--- src/rtl/sync_down_cnt.sv ---
// sync_down_cnt: loadable synchronous down counter (countdown timer).
// Loads a start value, decrements on each enabled clock while running and
// pulses tc for one cycle when the count reaches its terminal value.
// Optional build macro: SYNC_DOWN_CNT_AUTORELOAD_EN
//   defined   -> at terminal count the counter reloads the last load value and
//                keeps running (periodic tc).
//   undefined -> one-shot: the counter stops at 0 and returns to IDLE.
//
// Control semantics: load and en are level-sampled on every rising clk edge;
// there is no handshake. load wins over en in every state. en only has an
// effect while running (busy=1).
module sync_down_cnt #(
  parameter int WIDTH = 4
) (
  input  logic             clk,
  input  logic             rst,        // asynchronous, active-low
  input  logic             load,
  input  logic [WIDTH-1:0] load_val,
  input  logic             en,
  output logic [WIDTH-1:0] out,
  output logic             busy,
  output logic             tc,
  output logic             zero,
  output logic             state_dbg   // 1 = RUN, 0 = IDLE
);

  typedef enum logic {
    IDLE = 1'b0,
    RUN  = 1'b1
  } state_t;

  state_t           state_q, state_d;
  logic [WIDTH-1:0] out_q, out_d;
  logic             busy_q, busy_d;
  logic             tc_q, tc_d;
  logic [WIDTH-1:0] dec_val;

`ifdef SYNC_DOWN_CNT_AUTORELOAD_EN
  logic [WIDTH-1:0] reload_q, reload_d;
`endif

  // Borrow-chain decrement: bit i toggles when every lower bit is zero.
  always_comb begin
    logic all_zero_below;
    dec_val        = '0;
    all_zero_below = 1'b1;
    for (int i = 0; i < WIDTH; i++) begin
      dec_val[i]     = out_q[i] ^ all_zero_below;
      all_zero_below = all_zero_below & ~out_q[i];
    end
  end

  // Next-state / next-output logic; load has priority over counting.
  always_comb begin
    state_d = state_q;
    out_d   = out_q;
    tc_d    = 1'b0;
`ifdef SYNC_DOWN_CNT_AUTORELOAD_EN
    reload_d = reload_q;
`endif
    if (load) begin
      out_d   = load_val;
      state_d = (load_val != '0) ? RUN : IDLE;
`ifdef SYNC_DOWN_CNT_AUTORELOAD_EN
      reload_d = load_val;
`endif
    end else if (state_q == RUN && en) begin
      if (out_q == WIDTH'(1)) begin
        tc_d = 1'b1;
`ifdef SYNC_DOWN_CNT_AUTORELOAD_EN
        out_d = reload_q;
`else
        out_d   = '0;
        state_d = IDLE;
`endif
      end else if (out_q != '0) begin
        // out==0 never occurs in RUN; the guard keeps it from wrapping.
        out_d = dec_val;
      end
    end
    busy_d = (state_d == RUN);
  end

  // State and registered outputs.
  always_ff @(posedge clk or negedge rst) begin
    if (!rst) begin
      state_q <= IDLE;
      out_q   <= '0;
      busy_q  <= 1'b0;
      tc_q    <= 1'b0;
`ifdef SYNC_DOWN_CNT_AUTORELOAD_EN
      reload_q <= '0;
`endif
    end else begin
      state_q <= state_d;
      out_q   <= out_d;
      busy_q  <= busy_d;
      tc_q    <= tc_d;
`ifdef SYNC_DOWN_CNT_AUTORELOAD_EN
      reload_q <= reload_d;
`endif
    end
  end

  assign out       = out_q;
  assign busy      = busy_q;
  assign tc        = tc_q;
  assign zero      = (out_q == '0);
  assign state_dbg = (state_q == RUN);

endmodule

--- config.mk ---
export PLATFORM = sky130hd
export DESIGN_NAME = sync_down_cnt
export DESIGN_NICKNAME = d
export VERILOG_FILES = /design/src/rtl/sync_down_cnt.sv
export SDC_FILE = /design/constraint.sdc
export NUM_CORES = 1
export LEC_CHECK = 0
export BUFFER_PORTS_ARGS = -buffer_cell sky130_fd_sc_hd__buf_2
export CAP_MARGIN = 10
export CORE_AREA = 3 3 40 42
export DETAILED_ROUTE_END_ITERATION = 10
export DIE_AREA = 0 0 43 45
export PLACE_DENSITY = 0.61
export SLEW_MARGIN = 20
export SYNTH_ARGS = -nofsm -noshare
export SYNTH_HDL_FRONTEND = slang
export SYNTH_SLANG_ARGS = --single-unit
--- constraint.sdc ---
create_clock -name clk -period 1.6 [get_ports clk]
set_input_delay 0.08 -clock clk [delete_from_list [all_inputs] [get_ports clk]]
set_output_delay 0.08 -clock clk [all_outputs]
set_load 0.1 [all_outputs]
==> results.yml, run 1 <==
run_status:
  status: "finished clean"
drt:
  viasPerCell: 5.07
  drtIter0Drc: 3
  routedWlPerCell_um: 13.0
  drc_errors: 0
  drtPass1Iterations: 4
  drtAntennaViolNets: 0
  num_vias: 385
  drt_wl_total_um: 985
sta:
  layout_min_cycle_time_ns: 1.53
  rsz0062_at_grt: "no"
  post-route-period-util_pct: 95.9
  skew_ns: 0.00110
  tightest_slew_ns: 0.486
  maxSlewHeadroom_pct: 67.8
  timing.fmax_mhz: 651
  maxSlewViolCount: 0
  finalHoldViolations: 0
  finalSetupViolations: 0
synth:
  syn_inst: 43
  yosysWarnings: 0
  async_reset_ff_share_pct: 100
  ys_types: 22
  synthesis.area_sq_um: 412
  synth_ff_type: "dfrtp_1"
  yosys.area.top_type: "dfrtp_1"
  ys_seq_area_share_pct: 36.5
  synthTopCellsByArea: "dfrtp_1, ha_1, nand2_1"
  avgSynthCellArea_sq_um: 9.57
  ys_seq_elements: 6
  synth_top_area_share_pct: 36.5
  synth_edf_count: 0
  synth_fp_nets: 54
placed_design:
  placedCellCount: 72
  placed_area_sq_um: 547
  gp_congestion: 0.706
  dp_hpwl_um: 841
  numPortBuffers: 15
critical_path:
  crit_type: "flip-flop to output pin"
  slowest_delay_ns: 0.49
  path_cells: "inv_4, ha_4, nor3b_4, buf_4, buf_12"
  end_kind: "output pin"
  critPathArrivalTime_ns: 1.45
  startpoint_type: "flip-flop"
  crit_family: "flip-flops"
  cpMaxStageDelayCell: "dfrtp_4"
  critPathBufInv: 3
  crit_fanout: 3
  required_ns: 1.52
clock_tree:
  clk_pin_slew_worst_paths_ns: 0.04
  clockBufferDepth: 2
  cts_setup_buffers: 0
  cts_tree: "yes"
  cts_made_buffers: 3
  cts_sinks: 6
  clk_latency_ns: 0.24
  cts_max_level: 1
  root_buffer: "clkbuf_4"
layout:
  num_antenna_cells: 0
  finalNetCount: 74
  area_delta_synth_final_pct: 41.3
  fin_cells: 76
  num-fill-cells: 129
  final_area_sq_um: 582
  drive_gt1_share_pct: 49.2
floorplan:
  io-pin-count: 16
  fp.dieH_um: 45
  fp-row-count: 13
  die-width_um: 43
  start_util_pct: 32.0
  core_sq_um: 1280
  dieArea_sq_um: 1940
grt:
  grt_max_degree: 14
  grt_pass1_wl_mm: 1.70
  grt_pass1_vias: 382
  gr-total-overflow: 0
  antenna_found_initial: 0
  track_usage_pct: 11.8
pwr:
  p_leak_nw: 0.270
  power_density_nw_per_um2: 1590
  vdd_drop_max_mv: 0.450
flow_run:
  drv_cap: 0
worst_hold_path:
  worstHoldPathType: "primary input to flip-flop"
## cells by family after synthesis
family                     count (synthesis)  synth area share [%]
AOI/OAI and AO/OA                         12                  23.1
adders and majority gates                  3                  9.12
buffers and inverters                      6                  6.69
DFF                                        6                  36.5
muxes                                      1                  3.65
and+or+nand+nor                           15                  21.0
## final cells by class
type / instances / area [sq um] / share of cell area [%]
multi-input cells: 31 / 255 / 43.9
inverters: 4 / 17.5 / 3.01
flip-flops and latches: 6 / 160 / 27.5
clock buffers: 3 / 22.5 / 3.87
repair buffers: 17 / 108 / 18.5
well taps: 15 / 18.8 / 3.23
## synthesized netlist by cell type, types with 2 or more instances
| library cell | count |
|---|---|
| a22o_1 | 2 |
| o41ai_1 | 2 |
| nand2_1 | 6 |
| dfrtp_1 | 6 |
| o31ai_1 | 3 |
| inv_1 | 4 |
| nor2b_1 | 2 |
| o21ai_0 | 2 |
| ha_1 | 3 |
## sequential cells by signal (all words and copies together) (netlist names)
register  count
out           4
tc            1
busy          1
## worst paths after layout
path / from / end / slack (ns) / depth (start not counted)
max: out[1] / zero / 0.07 / 5
min: load_val[3] / busy / 0.11 / 3
max reg2reg: out[1] / out[2] / 0.11 / 5
min reg2reg: out[1] / out[1] / 0.60 / 1
max in group asynchronous: rst / out[0] / 1.24 / 2
min in group asynchronous: rst / out[1] / 0.20 / 2
## routing by layer
layer / track usage [%] / part of all wire, %
met1: 14.1 / 44
met2: 20.1 / 49
met3: 2.79 / 5.5
met4: 5.42 / 1.0
met5: 0 / 0
## metrics by stage
step	power (mW)	hold slack (ns)	util (%)	setup TNS (ns)	setup WS, ns
after floorplan	0.680	-0.216	-	-2.86	-0.804
after global placement	0.790	-0.0913	42.6	0	0.103
after detailed placement	0.796	-0.0871	42.6	0	0.0743
after CTS	0.935	0.108	45.1	0	0.0537
after global routing	0.982	0.136	45.3	0	0.00933
final	0.928	0.107	45.3	0	0.0651
## tightest hold or removal path, delay by kind of cell
kind	cells	cell delay, ns
AO/OA/AOI/OAI	2	0.13
buffers and inverters	1	0.09
## repair_timing
item | 4_1_cts | 5_1_grt
gates resized for setup | 0 | 2
hold buffers | 1 | 0
setup endpoints to repair | 0 | 1
hold endpoints to repair | 6 | 0
## power breakdown
group	switching, mW	internal (mW)
clock	0.0502	0.0846
combinational	0.389	0.156
sequential	0.0554	0.193
total	0.494	0.433
## cell usage in the layout (no fill, tap or decap), types with 2 or more instances in the layout
cell type and n:
nor2b_1 2, dfrtp_4 2, a22o_1 2, clkbuf_4 3, dfrtp_1 2, buf_2 14, nand2_1 6, inv_1 2
o41ai_1 2, dfrtp_2 2, o31ai_1 3
(Power assumes the default switching activity.)
==> inputs of run 2 (changes only) <==
Settings changed: RECOVER_POWER set to 50.
==> results.yml, run 2 (same netlist as run 1, synthesis figures left out) <==
sta:
  post-route-period-util_pct: 96.0
  maxSlewHeadroom_pct: 64.0
  timing.fmax_mhz: 651
  whs_ns: 0.107
  rsz0062_at_grt: "no"
  fin_ws_ns: 0.0638
  finalSetupViolations: 0
  skew_ns: 0.00110
  finalHoldViolations: 0
  layout_min_cycle_time_ns: 1.54
  tightest_slew_ns: 0.542
  maxSlewViolCount: 0
layout:
  largest_reg_flops: 4
  layout.cells.most_common: "buf_2"
  num_antenna_cells: 0
  num-fill-cells: 128
  drive_gt1_share_pct: 47.5
  area_delta_synth_final_pct: 41.0
  multi_input_area_sq_um: 255
  final_cell_mix: "buf_2, nand2_1, o31ai_1, clkbuf_4, clkbuf_2"
  fin_cells: 76
  final_util_pct: 45.2
  finalNetCount: 74
  register_area_sq_um: 160
critical_path:
  critPathLaunch: "out[1]"
  end_kind: "output pin"
  r2r_cells: 5
  rr_startpoint: "out[1]"
  r2r_end: "out[2]"
  required_ns: 1.52
  crit_fanout: 3
  crit_type: "flip-flop to output pin"
  crit_end: "zero"
  ff2ff_setup_slack_ns: 0.11
  startpoint_type: "flip-flop"
  critPathArrivalTime_ns: 1.46
drt:
  drt_wl_total_um: 983
  routedWlPerCell_um: 12.9
  drtPass1Iterations: 3
  num_vias: 385
  viasPerCell: 5.07
  drc_errors: 0
  drtAntennaViolNets: 0
  drtIter0Drc: 3
clock_tree:
  cts_made_buffers: 3
  root_buffer: "clkbuf_4"
  clk_latency_ns: 0.24
  cts_max_level: 1
  cts_tree: "yes"
  clk_pin_slew_worst_paths_ns: 0.04
  cts_setup_buffers: 0
  cts_sinks: 6
  clockBufferDepth: 2
grt:
  gr-total-overflow: 0
  grt_max_degree: 14
  grt_pass1_wl_mm: 1.70
  antenna_found_initial: 0
  grt_pass1_vias: 382
  track_usage_pct: 11.8
floorplan:
  fp-row-count: 13
  fp.dieH_um: 45
  io-pin-count: 16
  die-width_um: 43
  core_sq_um: 1280
  dieArea_sq_um: 1940
  start_util_pct: 32.0
placed_design:
  numPortBuffers: 15
  gp_congestion: 0.706
  dp_worst_setup_slack_ns: 0.0743
  dp_hpwl_um: 841
  placedCellCount: 72
worst_hold_path:
  worstHoldPathType: "primary input to flip-flop"
pwr:
  vdd_drop_max_mv: 0.449
  power.total_mw: 0.927
  p_leak_nw: 0.266
  power_density_nw_per_um2: 1600
run_status:
  status: "finished clean"
flow_run:
  drv_cap: 0
[run 2: cell types whose count changed in the layout (fill, tap and decap cells not counted), sizes merged]
cell	delta
buf	-4
clkbuf	+4
[run 2: area by class of cell]
type / count / share of cell area, %
clock buffer: 3 / 3.88
timing repair buffer: 17 / 18.3
inverter: 4 / 3.02
tap: 15 / 3.23
sequential: 6 / 27.6
multi-input combinational: 31 / 44.0
[run 2: routing by layer]
metal / GRT usage, % / vias up / routed length, um
met3: 2.79 / 2 / 64
met1: 14.1 / 180 / 424
met4: 5.42 / 0 / 10
met5: 0 / - / 0
met2: 20.1 / 11 / 483
li1: - / 192 / -
[run 2: repair_timing]
action	CTS	global route
hold buffers	1	0
resized for setup	0	2
endpoints found under the hold margin	6	0
setup endpoints to repair	0	1
[run 2: power breakdown]
group          switching (mW)  internal, mW  leakage [nW]  total, mW
logic                   0.389         0.155         0.183      0.544
registers              0.0560         0.193        0.0688      0.249
clock network          0.0502        0.0846        0.0138      0.135
total                   0.495         0.433         0.266      0.927
[run 2: worst min path at each step]
stage / start / end / slack [ns] / cells past startpoint
6_report: load_val[3] / busy / 0.11 / 3
4_1_cts: load_val[1] / busy / 0.11 / 3
5_1_grt: load_val[3] / busy / 0.14 / 3
3_5_place_dp: rst / out[0] / -0.09 / 1
2_1_floorplan: rst / busy / -0.22 / 0
3_3_place_gp: rst / tc / -0.09 / 1
[run 2: stage by stage]
step / TNS (ns) / instance area [sq um]
2_1_floorplan: -2.86 / 443
3_3_place_gp: 0 / 547
5_1_grt: 0 / 581
3_5_place_dp: 0 / 547
4_1_cts: 0 / 579
6_report: 0 / 581
[run 2: critical path, cell delays in order (launching register included)]
cell and delay (ns):
dfrtp_4 0.49, inv_4 0.08, ha_4 0.13, nor3b_4 0.20, buf_4 0.15, buf_12 0.16
==> inputs of run 3 (changes only) <==
Settings changed: RECOVER_POWER 50 to 100.
==> results.yml, run 3 (same netlist as run 1, synthesis figures left out) <==
run_status:
  status: "finished clean"
critical_path:
  path_cells: "inv_4, ha_4, nor3b_4, buf_4, buf_12"
  required_ns: 1.52
  slowest_delay_ns: 0.49
  crit_fanout: 3
  end_kind: "output pin"
  cpMaxStageDelayCell: "dfrtp_4"
  crit_type: "flip-flop to output pin"
  critPathArrivalTime_ns: 1.46
  startpoint_type: "flip-flop"
sta:
  skew_ns: 0.000759
  rsz0062_at_grt: "no"
  fin_ws_ns: 0.0639
  whs_ns: 0.107
  maxSlewViolCount: 0
  finalSetupViolations: 0
  post-route-period-util_pct: 96.0
  tightest_slew_ns: 0.542
  timing.fmax_mhz: 651
  maxSlewHeadroom_pct: 64.0
  layout_min_cycle_time_ns: 1.54
  finalHoldViolations: 0
drt:
  drtAntennaViolNets: 0
  num_vias: 379
  drtPass1Iterations: 3
  routedWlPerCell_um: 13.0
  drtIter0Drc: 2
  viasPerCell: 4.99
  drc_errors: 0
  drt_wl_total_um: 986
pwr:
  vdd_drop_max_mv: 0.449
  power.total_mw: 0.926
  power_density_nw_per_um2: 1600
  p_leak_nw: 0.267
floorplan:
  io-pin-count: 16
  dieArea_sq_um: 1940
  core_sq_um: 1280
  start_util_pct: 32.0
  fp-row-count: 13
  fp.dieH_um: 45
  die-width_um: 43
placed_design:
  numPortBuffers: 15
  dp_hpwl_um: 841
  gp_congestion: 0.706
  dp_worst_setup_slack_ns: 0.0743
clock_tree:
  clk_latency_ns: 0.24
  cts_max_level: 1
  cts_tree: "yes"
  clk_pin_slew_worst_paths_ns: 0.04
  clockBufferDepth: 2
  cts_sinks: 6
  cts_made_buffers: 3
  root_buffer: "clkbuf_4"
grt:
  track_usage_pct: 11.8
  grt_pass1_vias: 382
  grt_pass1_wl_mm: 1.70
  grt_max_degree: 14
  antenna_found_initial: 0
  gr-total-overflow: 0
layout:
  area_delta_synth_final_pct: 41.0
  finalNetCount: 74
  num-fill-cells: 128
  final_cell_mix: "clkbuf_2, nand2_1, buf_2"
  largest_reg_flops: 4
  drive_gt1_share_pct: 47.5
  register_area_sq_um: 160
  num_antenna_cells: 0
  layout.cells.most_common: "clkbuf_2"
  multi_input_area_sq_um: 255
worst_hold_path:
  worstHoldPathType: "primary input to flip-flop"
flow_run:
  drv_cap: 0
[run 3: changes by cell type in the layout (fill, tap and decap cells not counted)]
cell,delta
clkbuf_2,+4
buf_2,-4
[run 3: metrics by stage]
stage          area, sq um  TNS (ns)  cells  utilization, %
3_5_place_dp           547         0     72            42.6
3_3_place_gp           547         0     72            42.6
5_1_grt                581         0     76            45.2
6_report               581         0     76            45.2
4_1_cts                579         0     76            45.1
2_1_floorplan          443     -2.86     43               -
[run 3: path summary, 6_finish.rpt]
kind                                  start  endpoint  slack [ns]  depth (start not counted)
worst max-delay path                 out[1]      zero        0.06                          5
worst min-delay path            load_val[3]      busy        0.11                          3
worst max register to register       out[1]    out[2]        0.11                          5
worst min register to register       out[1]    out[1]        0.60                          1
max in group asynchronous               rst    out[0]        1.06                          2
min in group asynchronous               rst    out[1]        0.26                          2
[run 3: repair_timing]
action | CTS | global route
endpoints found under the hold margin | 6 | 0
gates resized for setup | 0 | 2
endpoints found under the setup margin | 0 | 1
hold buffers | 1 | 0
buffers inserted | 0 | 0
[run 3: per-layer routing]
metal | up-vias | track usage [%] | routed length [um]
met5 | - | 0 | 0
met4 | 0 | 5.42 | 10
met3 | 2 | 2.79 | 64
met2 | 11 | 20.1 | 478
met1 | 174 | 14.1 | 433
li1 | 192 | - | -
[run 3: worst max-delay path: cells and delay by family, from the launching register on]
family | cells | cell delay (ns)
AND/OR/NAND/NOR | 1 | 0.20
adder cells (fa/ha/maj) | 1 | 0.13
flip-flops | 1 | 0.49
buffers and inverters | 3 | 0.39
[run 3: final cells by class]
| cell class | instances | share of cell area [%] |
|---|---|---|
| clock buffer | 3 | 3.88 |
| sequential | 6 | 27.6 |
| inverter | 4 | 3.02 |
| timing repair buffer | 17 | 18.3 |
| tap | 15 | 3.23 |
| multi-input combinational | 31 | 44.0 |
[run 3: power breakdown]
part	internal (mW)	switching [mW]
Clock	0.0845	0.0496
Sequential	0.193	0.0567
Combinational	0.154	0.388
